### config.mk
export PLATFORM = sky130hd
export DESIGN_NAME = fmap_serializer
export DESIGN_NICKNAME = d
export VERILOG_FILES = /design/src/rtl/fmap_serializer.sv
export SDC_FILE = /design/constraint.sdc
export NUM_CORES = 1
export LEC_CHECK = 0
export CORE_MARGIN = 1.5
export CORE_UTILIZATION = 30
export DETAILED_ROUTE_END_ITERATION = 10
export PLACE_DENSITY = 0.51
export SKIP_CTS_REPAIR_TIMING = 1
export SYNTH_ARGS = -nofsm -noshare
export SYNTH_HDL_FRONTEND = slang
export SYNTH_SLANG_ARGS = --single-unit
### constraint.sdc
create_clock -name clk -period 1.7 [get_ports clk]
set_input_delay 0.17 -clock clk [delete_from_list [all_inputs] [get_ports clk]]
set_output_delay 0.17 -clock clk [all_outputs]
set_load 0.01 [all_outputs]
### src/rtl/fmap_serializer.sv
// fmap_serializer: captures the pooled binary feature maps in one cycle.
// It streams them out MSB first as OUT_W-bit beats over a valid/ready
// handshake. The first bit of the frame is img_in[0][IMG_SIZE*IMG_SIZE-1].
// Optional feature: define FMAP_SER_CHECKSUM_EN to append one trailer beat.
// The trailer holds the XOR of all data beats, including the zero padding.
module fmap_serializer #(
    parameter int IC       = 8,
    parameter int IMG_SIZE = 6,
    parameter int OUT_W    = 8
) (
    input  logic                           clk,
    input  logic                           rst_n,
    input  logic [IMG_SIZE*IMG_SIZE-1:0]   img_in [0:IC-1],
    input  logic                           load,
    output logic                           busy,
    output logic [OUT_W-1:0]               out_data,
    output logic                           out_valid,
    input  logic                           out_ready,
    output logic                           out_last,
    output logic                           done
);

    localparam int CH_BITS = IMG_SIZE * IMG_SIZE;
    localparam int T_BITS  = IC * CH_BITS;
    localparam int NBEATS  = (T_BITS + OUT_W - 1) / OUT_W;
    localparam int SR_W    = NBEATS * OUT_W;
`ifdef FMAP_SER_CHECKSUM_EN
    localparam int FRAME_BEATS = NBEATS + 1;
`else
    localparam int FRAME_BEATS = NBEATS;
`endif
    // Counter reaches NBEATS+1 without wrapping.
    localparam int CNT_W = $clog2(FRAME_BEATS + 2);
    localparam logic [CNT_W-1:0] CNT_ONE   = CNT_W'(1);
    localparam logic [CNT_W-1:0] LAST_IDX  = CNT_W'(FRAME_BEATS - 1);
`ifdef FMAP_SER_CHECKSUM_EN
    localparam logic [CNT_W-1:0] TRAIL_IDX = CNT_W'(NBEATS);
`endif

    typedef enum logic [1:0] {
        ST_IDLE = 2'd0,
        ST_SEND = 2'd1,
        ST_DONE = 2'd2
    } state_t;

    state_t             state_r;
    logic [SR_W-1:0]    shift_r;
    logic [CNT_W-1:0]   cnt_r;
    logic [OUT_W-1:0]   out_data_r;
    logic               out_valid_r;
    logic               out_last_r;
    logic               busy_r;
    logic               done_r;
    logic [SR_W-1:0]    cap_s;
    logic [CNT_W-1:0]   cnt_nxt_s;
    logic               hs_s;
`ifdef FMAP_SER_CHECKSUM_EN
    logic [OUT_W-1:0]   csum_r;

    // Running checksum update: XOR one more data beat into the accumulator.
    function automatic logic [OUT_W-1:0] fold_beat(input logic [OUT_W-1:0] acc,
                                                   input logic [OUT_W-1:0] beat);
        return acc ^ beat;
    endfunction
`endif

    // Flatten the channel array: channel 0 occupies the MSBs, padding sits in the LSBs.
    always_comb begin
        cap_s = '0;
        for (int c = 0; c < IC; c++) begin
            cap_s[SR_W-1-c*CH_BITS -: CH_BITS] = img_in[c];
        end
    end

    // Handshake and next beat index.
    always_comb begin
        hs_s      = out_valid_r & out_ready;
        cnt_nxt_s = cnt_r + CNT_ONE;
    end

    // Frame FSM: capture, stream beats, then emit a one-cycle done pulse.
    always_ff @(posedge clk) begin
        if (!rst_n) begin
            state_r     <= ST_IDLE;
            shift_r     <= '0;
            cnt_r       <= '0;
            out_data_r  <= '0;
            out_valid_r <= 1'b0;
            out_last_r  <= 1'b0;
            busy_r      <= 1'b0;
            done_r      <= 1'b0;
`ifdef FMAP_SER_CHECKSUM_EN
            csum_r      <= '0;
`endif
        end else begin
            case (state_r)
                ST_IDLE: begin
                    done_r <= 1'b0;
                    if (load) begin
                        // Beat 0 goes straight to the output register; the rest waits in shift_r.
                        shift_r     <= cap_s << OUT_W;
                        out_data_r  <= cap_s[SR_W-1 -: OUT_W];
                        cnt_r       <= '0;
                        out_valid_r <= 1'b1;
                        out_last_r  <= (LAST_IDX == '0);
                        busy_r      <= 1'b1;
                        state_r     <= ST_SEND;
`ifdef FMAP_SER_CHECKSUM_EN
                        csum_r      <= '0;
`endif
                    end else begin
                        out_data_r  <= '0;
                        out_valid_r <= 1'b0;
                        out_last_r  <= 1'b0;
                        busy_r      <= 1'b0;
                        state_r     <= ST_IDLE;
                    end
                end
                ST_SEND: begin
                    if (hs_s && out_last_r) begin
                        out_data_r  <= '0;
                        out_valid_r <= 1'b0;
                        out_last_r  <= 1'b0;
                        done_r      <= 1'b1;
                        cnt_r       <= cnt_nxt_s;
                        state_r     <= ST_DONE;
                    end else if (hs_s) begin
                        cnt_r      <= cnt_nxt_s;
                        shift_r    <= shift_r << OUT_W;
                        out_last_r <= (cnt_nxt_s == LAST_IDX);
`ifdef FMAP_SER_CHECKSUM_EN
                        csum_r     <= fold_beat(csum_r, out_data_r);
                        if (cnt_nxt_s == TRAIL_IDX) begin
                            out_data_r <= fold_beat(csum_r, out_data_r);
                        end else begin
                            out_data_r <= shift_r[SR_W-1 -: OUT_W];
                        end
`else
                        out_data_r <= shift_r[SR_W-1 -: OUT_W];
`endif
                    end else begin
                        // Stall: hold the presented beat.
                        state_r <= ST_SEND;
                    end
                end
                ST_DONE: begin
                    done_r  <= 1'b0;
                    busy_r  <= 1'b0;
                    state_r <= ST_IDLE;
                end
                default: begin
                    state_r     <= ST_IDLE;
                    out_data_r  <= '0;
                    out_valid_r <= 1'b0;
                    out_last_r  <= 1'b0;
                    busy_r      <= 1'b0;
                    done_r      <= 1'b0;
                end
            endcase
        end
    end

    assign out_data  = out_data_r;
    assign out_valid = out_valid_r;
    assign out_last  = out_last_r;
    assign busy      = busy_r;
    assign done      = done_r;

endmodule

---- After elaboration in Yosys (flattened, before gate mapping) ----
Index checks and enable logic that the tools add are counted.
Widths: inputs -> output; s select.
storage, ports and cells
  bits in registers ....................... 308
  input port bits ......................... 292
  output and inout bits ................... 12
  logic and storage cells ................. 51
operators by class
  $add $sub $neg .......................... 1
  equal/unequal tests ..................... 9
  multiplexer cells ....................... 23
  bitwise logic cells ..................... 2
  reduce and logical (&&, ||, !) cells .... 8
operator list
  operator             count
  $mux 288             3
  $pmux 288 s2         1
  $mux 8               3
  $pmux 8 s3           1
  $mux 6               3
  $pmux 6 s2           1
  $ne 2x2->1 const B   4
  $add 6x1->6 const B  1
  $eq 6x6->1 const B   1
  $ne 3x3->1 const B   2
  $reduce_and 2->1     3
  $mux 1               5
  $mux 2               2
  $pmux 1 s2           2
  $pmux 2 s2           1
  $reduce_and 4->1     1
  $pmux 1 s3           1
  $reduce_and 3->1     1
  $eq 2x1->1 const B   1
  $eq 2x2->1 const B   1
  $logic_not 2->1      1
  $reduce_bool 2->1    1
  $and 1x1->1          1
  $logic_and 1x1->1    1
  $not 1->1            1

---- Longest topological paths before layout ----
Gate-level depths: netlist of the first run.
  depth after elaboration ................. 5
  gate-level depth with buffers ........... 7
  gate-level depth less buffers ........... 5

---- Worst setup path before layout of the first run ----
OpenSTA, ideal clock, no wires.
  kind .................................... register to register
  from .................................... reg out_last_r (netlist: out_last)
  to ...................................... reg shift_r[100]
  setup time .............................. 0.116 ns
  data arrival time ....................... 1.484 ns
  data required time ...................... 1.584 ns
  setup slack ............................. 0.100 ns
  stages on the path, launching flop included .. 7
  buffers on the path ..................... 3
  period minus slack after synthesis ...... 1.600 ns
  cell sequence ........................... dfxtp_1 -> and4b_1 -> o21a_1 -> buf_4 -> buf_2 -> buf_2 -> o211a_1
between the ends
  longest elaborated chain between the ends .. 3
ends and longest elaborated chain
  what                        RTL line  RTL
  start: declaration          51        logic out_last_r;
  start signal: assignment    105       out_last_r <= (LAST_IDX == '0);
  start signal: assignment    130       out_last_r <= (cnt_nxt_s == LAST_IDX);
  $logic_and 1x1->1           120       if (hs_s && out_last_r) begin
  $ne 2x2->1 (no line)        -
  $reduce_and 4->1 (no line)  -
  end signal: assignment      101       shift_r <= cap_s << OUT_W;
  end signal: assignment      129       shift_r <= shift_r << OUT_W;
  end: declaration            47        logic [SR_W-1:0] shift_r;
No other way between the ends.
A chain may end at the register's enable or synchronous reset.

---- Worst setup path in the final report of the first run ----
  from .................................... reg out_data_r[3] (netlist: out_data[3])
  to ...................................... out out_data[3]
RTL lines
  what                      RTL line  RTL
  start: declaration        49        logic [OUT_W-1:0] out_data_r;
  start signal: assignment  102       out_data_r <= cap_s[SR_W-1 -: OUT_W];
  start signal: assignment  139       out_data_r <= shift_r[SR_W-1 -: OUT_W];
  end: declaration          16        output logic [OUT_W-1:0] out_data,
No word-level cell between the ends.

==> flow_metrics.py, run 1 <==
metrics = {
    "worst_setup_path": {
        "slowest_stage": "clkdlybuf4s50_1",
        "crit_arrival_ns": 1.44,
        "crit_fanout": 2,
        "startpoint_type": "register",
        "critical_path_class": "reg -> out",
        "cp_data_required_time_ns": 1.53,
        "crit_chain": "clkdlybuf4s50_1",
        "crit_buf_inv": 1,
        "path_delay_family": "buffers and inverters",
        "end_kind": "output pin",
        "max_stage_delay_ns": 0.56,
    },
    "timing": {
        "slew_headroom": 0.722,
        "fin_crit_ns": 1.61,
        "drv_slew": 0,
        "setup_viol_count_final": 0,
        "finClkSkew_ns": 0.0128,
        "max_freq_mhz": 621,
        "worstMarginPinSlew_ns": 0.417,
        "hold_ws_ns": 0.170,
        "hold_viol_final": 0,
        "period_share": 0.947,
        "rsz0062_at_grt": "no",
    },
    "pwr": {
        "p_int_mw": 13.9,
        "ir_drop_v": 0.000479,
        "power_density_nw_per_um2": 999,
        "pwr-share-seq": 0.427,
        "leakage_nw": 9.73,
        "p_clk_frac": 0.395,
        "switching_power_mw": 4.88,
        "comb_power_share": 0.178,
        "p_total_mw": 18.8,
        "p_sw_frac": 0.259,
    },
    "grt": {
        "grt_pass1_vias": 12700,
        "overflow": 0,
        "grt_antenna_before_repair": 6,
        "grt_pass1_wl_microns": 67200,
        "grtUsageTotal": 0.177,
        "grt_max_degree": 95,
    },
    "worst_hold_path": {
        "hp-class": "in -> reg",
    },
    "cts": {
        "path_clk_slew_ns": 0.06,
        "insertion_delay_ns": 0.52,
        "htreeDepth": 2,
        "cts_tree": "yes",
        "cts_buffer_depth": 3,
        "clockRootBuffer": "clkbuf_16",
        "clock_sinks": 300,
        "cts_buffers": 36,
    },
    "logic_synthesis": {
        "synth_xor_area_frac": 0,
        "yosysUniqueCellTypes": 33,
        "syn_area_sq_um": 13600,
        "muxShareOfSynthArea": 0,
        "ys_seq_elements": 300,
        "synth-seq-area-share": 0.443,
        "yosys_warnings": 0,
        "synth_top_family_by_area": "simple AND/OR/NAND/NOR gates",
        "synth_flop_cell": "dfxtp_1",
        "syn_inst": 1662,
        "synth_edf_count": 0,
        "synth_compound_area_frac": 0.227,
        "post_synth_and_or_nand_nor_area_fraction": 0.275,
        "synth_fa_ha_area_frac": 0.00184,
        "async_flop_share": 0,
        "synth_nets": 1956,
        "synth.avg_cell_area_sq_um": 8.16,
    },
    "cells_and_area": {
        "fill_cells": 4490,
        "layout_common_cells": "nand2_1, clkdlybuf4s50_1, dfxtp_1",
        "utilization": 0.424,
        "drive_above_1_share": 0.0713,
        "final_common_cell": "nand2_1",
        "area_delta_synth_final_pct": 38.8,
        "layout.nets": 2219,
        "fin_area_sq_um": 18800,
    },
    "drt": {
        "num_vias": 12600,
        "routed.top_layer": "met5",
        "viasPerCell": 4.94,
        "drt-pass1-iter-count": 5,
        "met1_length_microns": 19700,
        "wl_met3_microns": 2390,
        "route.met2.wl_microns": 19000,
        "drc": 0,
        "ant_nets": 0,
        "drt_wl_total_microns": 41900,
        "wl_per_cell_microns": 16.5,
        "drtIter0Drc": 805,
    },
    "die": {
        "num_rows": 77,
        "initial_core_util": 0.305,
        "dieArea_sq_um": 46500,
        "coreArea_sq_um": 44400,
        "ios": 304,
        "die_w_microns": 216,
        "die_h_microns": 216,
    },
    "run_status": {
        "status": "finished, final reports clean",
    },
    "placed_design": {
        "gp_congestion": 0.785,
        "io_buffers": 303,
        "placed_cell_area_sq_um": 17700,
        "hpwl_microns": 29600,
    },
    "flow_run": {
        "cap_violations": 0,
    },
}
[registers in the layout, summed over array words and instances (netlist names)]
signal,count
busy,1
out_valid,1
shift_r,280
out_data,8
out_last,1
state_r,2
cnt_r,6
done,1
[path summary, 6_finish.rpt]
check	from	to	slack, ns	cells after the start
max	out_data[3]	out_data[3]	0.09	1
min	rst_n	shift_r[212]	0.17	2
max reg2reg	state_r[0]	shift_r[215]	0.11	6
min reg2reg	shift_r[12]	shift_r[12]	0.46	2
[through the flow]
stage / TNS [ns] / setup slack (ns) / std cells
floorplan: 0 / 0.0999 / 1662
global placement: -38.20 / -0.221 / 2477
detailed placement: -37.97 / -0.223 / 2477
CTS: -0.0963 / -0.0631 / 2540
global route: 0 / 0.00604 / 2542
finish: 0 / 0.0895 / 2543
[power by group through the flow]
| stage | clock network, mW | logic (mW) | registers [mW] |
|---|---|---|---|
| detailed placement | 0 | 3.37 | 8.18 |
| CTS | 7.67 | 3.39 | 8.03 |
| global route | 7.97 | 3.71 | 8.11 |
| floorplan | 0 | 1.87 | 8.09 |
| global placement | 0 | 3.34 | 8.17 |
| finish | 7.43 | 3.35 | 8.04 |
[layout make-up]
class	instances	area [sq um]	share of cell area
Multi-Input combinational cell	1200	6860	0.364
Sequential cell	300	6010	0.319
Timing Repair Buffer	385	4080	0.217
Clock buffer	57	1080	0.0574
Tap cell	592	741	0.0393
Clock inverter	6	57.6	0.00306
Inverter	2	7.51	0.000399
Antenna cell	1	2.50	0.000133
[Yosys cell counts, drive strengths merged (3+ instances only)]
master	instances	share of area
a21oi	8	0.0030
o21a	3	0.0017
nand3	285	0.11
a21boi	12	0.0066
o21ai	6	0.0022
dfxtp	300	0.44
clkbuf	78	0.022
nand2	557	0.15
nor2b	15	0.0069
buf	82	0.031
nor2	7	0.0019
o211a	272	0.20
a32o	8	0.0059
a22oi	9	0.0050
[logic make-up (layout without fill, tap and decap cells)]
group,after synthesis,in the layout
DFF,300,300
buffers and inverters,162,450
AOI/OAI and AO/OA,321,321
adders and majority gates,2,2
and+or+nand+nor,877,877
other,0,1
[routing by layer]
layer | global-route usage | vias to the layer above
met5 | 0 | -
met4 | 0.0445 | 10
met3 | 0.0381 | 60
met2 | 0.287 | 270
met1 | 0.239 | 5876
li1 | - | 6351
Power figures use the tool's default switching activity.
==> run 2: changes to the inputs <==
--- a/config.mk
+++ b/config.mk
@@ -5,7 +5,6 @@
 export SDC_FILE = /design/constraint.sdc
 export NUM_CORES = 1
 export LEC_CHECK = 0
-export CORE_MARGIN = 1.5
 export CORE_UTILIZATION = 30
 export DETAILED_ROUTE_END_ITERATION = 10
 export PLACE_DENSITY = 0.51
==> flow_metrics.py, run 2 (same netlist as run 1, synthesis figures left out) <==
metrics = {
    "cells_and_area": {
        "drive_above_1_share": 0.0787,
        "layoutNonFillerInstCount": 2549,
        "layout_common_cells": "nand2_1, clkdlybuf4s50_1, dfxtp_1",
        "largest_reg_flops": 280,
        "area_delta_synth_final_pct": 39.2,
        "insertedDiodeCount": 0,
        "largest_register": "shift_r",
        "final_common_cell": "nand2_1",
        "layout.nets": 2231,
    },
    "worst_setup_path": {
        "crit_chain": "and4b_1 > o21a_4 > buf_12 > clkbuf_16 > buf_4 > o211a_1",
        "reg2reg_slack_ns": 0.11,
        "end_kind": "register",
        "reg2reg_to": "shift_r[257]",
        "path_delay_family": "buffers and inverters",
        "slowest_stage": "dfxtp_1",
        "max_stage_delay_ns": 0.34,
        "crit_buf_inv": 3,
        "cp_data_required_time_ns": 2.09,
        "critPathLaunch": "out_last",
        "critical_path_class": "reg -> reg",
        "r2r.worst_path.cells": 6,
        "critPathCapture": "shift_r[257]",
        "crit_arrival_ns": 1.98,
        "r2r_start": "out_last",
        "startpoint_type": "register",
        "cp.depth": 6,
        "crit_fanout": 13,
    },
    "pwr": {
        "p_int_mw": 13.7,
        "p_clk_frac": 0.384,
        "ir_drop_v": 0.000565,
        "switching_power_mw": 4.86,
        "power_density_nw_per_um2": 983,
        "p_sw_frac": 0.262,
        "leakage_nw": 9.79,
        "pwr-share-seq": 0.433,
        "comb_power_share": 0.184,
    },
    "drt": {
        "drt-pass1-iter-count": 6,
        "num_vias": 12600,
        "ant_nets": 0,
        "viasPerCell": 4.94,
        "drt_wl_total_microns": 41700,
        "drc": 0,
        "wl_per_cell_microns": 16.4,
        "drtIter0Drc": 790,
    },
    "timing": {
        "drv_slew": 0,
        "rsz0062_at_grt": "no",
        "finClkSkew_ns": 0.0154,
        "hold_ws_ns": 0.202,
        "worstMarginPinSlew_ns": 0.472,
        "setup_viol_count_final": 0,
        "hold_viol_final": 0,
        "worst_slack_ns": 0.109,
        "period_share": 0.936,
        "max_freq_mhz": 628,
        "fin_crit_ns": 1.59,
        "fin_setup_tns_ns": 0,
        "slew_headroom": 0.686,
    },
    "die": {
        "initial_core_util": 0.305,
        "ios": 304,
        "die_w_microns": 215,
        "num_rows": 77,
        "die_h_microns": 215,
        "coreArea_sq_um": 44400,
        "dieArea_sq_um": 46100,
    },
    "placed_design": {
        "gp_congestion": 0.767,
        "dp.cells": 2488,
        "hpwl_microns": 29900,
        "io_buffers": 303,
        "post-place-ws_ns": -0.221,
    },
    "grt": {
        "grtUsageTotal": 0.177,
        "grt_antenna_before_repair": 2,
        "overflow": 0,
        "grt_max_degree": 74,
        "grt_pass1_vias": 12500,
        "grt_pass1_wl_microns": 66500,
    },
    "cts": {
        "cts_buffer_depth": 3,
        "clockRootBuffer": "clkbuf_16",
        "clock_sinks": 300,
        "path_clk_slew_ns": 0.06,
        "cts_tree": "yes",
        "insertion_delay_ns": 0.51,
        "htreeDepth": 2,
        "cts_buffers": 35,
    },
    "worst_hold_path": {
        "hp-class": "in -> reg",
    },
    "flow_run": {
        "cap_violations": 0,
    },
    "run_status": {
        "status": "finished, final reports clean",
    },
}
## run 2: area by class of cell
cell class	count	area, sq um
multi-input combinational	1200	6860
fill	4506	25500
clock inverter	8	43.8
timing repair buffer	398	4190
clock buffer	49	1040
inverter	2	7.51
sequential	300	6010
tap	592	741
## run 2: through the flow
step	total power, mW	instance area (sq um)	util
floorplan	9.95	13600	-
detailed placement	11.6	17700	0.399
global route	19.5	18900	0.425
CTS	18.8	18800	0.423
global placement	11.5	17700	0.399
finish	18.6	18900	0.425
## run 2: power by group through the flow
stage / clock (mW) / combinational, mW / sequential (mW)
finish: 7.12 / 3.41 / 8.03
global route: 7.66 / 3.75 / 8.11
CTS: 7.34 / 3.41 / 8.03
detailed placement: 0 / 3.39 / 8.18
global placement: 0 / 3.36 / 8.17
floorplan: 0 / 1.87 / 8.09
## run 2: worst min-delay path by stage
stage | to | from | slack, ns | cells past startpoint
detailed placement | shift_r[15] | shift_r[15] | 0.45 | 2
global route | shift_r[130] | rst_n | 0.21 | 2
CTS | shift_r[227] | rst_n | 0.19 | 2
floorplan | shift_r[10] | img_in[2] | 0.32 | 2
global placement | shift_r[11] | shift_r[11] | 0.44 | 2
finish | shift_r[227] | rst_n | 0.20 | 2
## run 2: layer usage
metal / vias to the layer above / global-route usage / wire (microns)
met1: 5897 / 0.237 / 19800
met5: - / 0 / 23
li1: 6366 / - / -
met4: 4 / 0.0476 / 792
met3: 58 / 0.0360 / 2000
met2: 262 / 0.287 / 19200
==> run 3: changes to the inputs <==
--- a/config.mk
+++ b/config.mk
@@ -7,6 +7,7 @@
 export LEC_CHECK = 0
 export CORE_UTILIZATION = 30
 export DETAILED_ROUTE_END_ITERATION = 10
+export GPL_ROUTABILITY_DRIVEN = 0
 export PLACE_DENSITY = 0.51
 export SKIP_CTS_REPAIR_TIMING = 1
 export SYNTH_ARGS = -nofsm -noshare
==> results of run 3 <==
The final DEF is identical to that of run 2; final timing and power are the same.
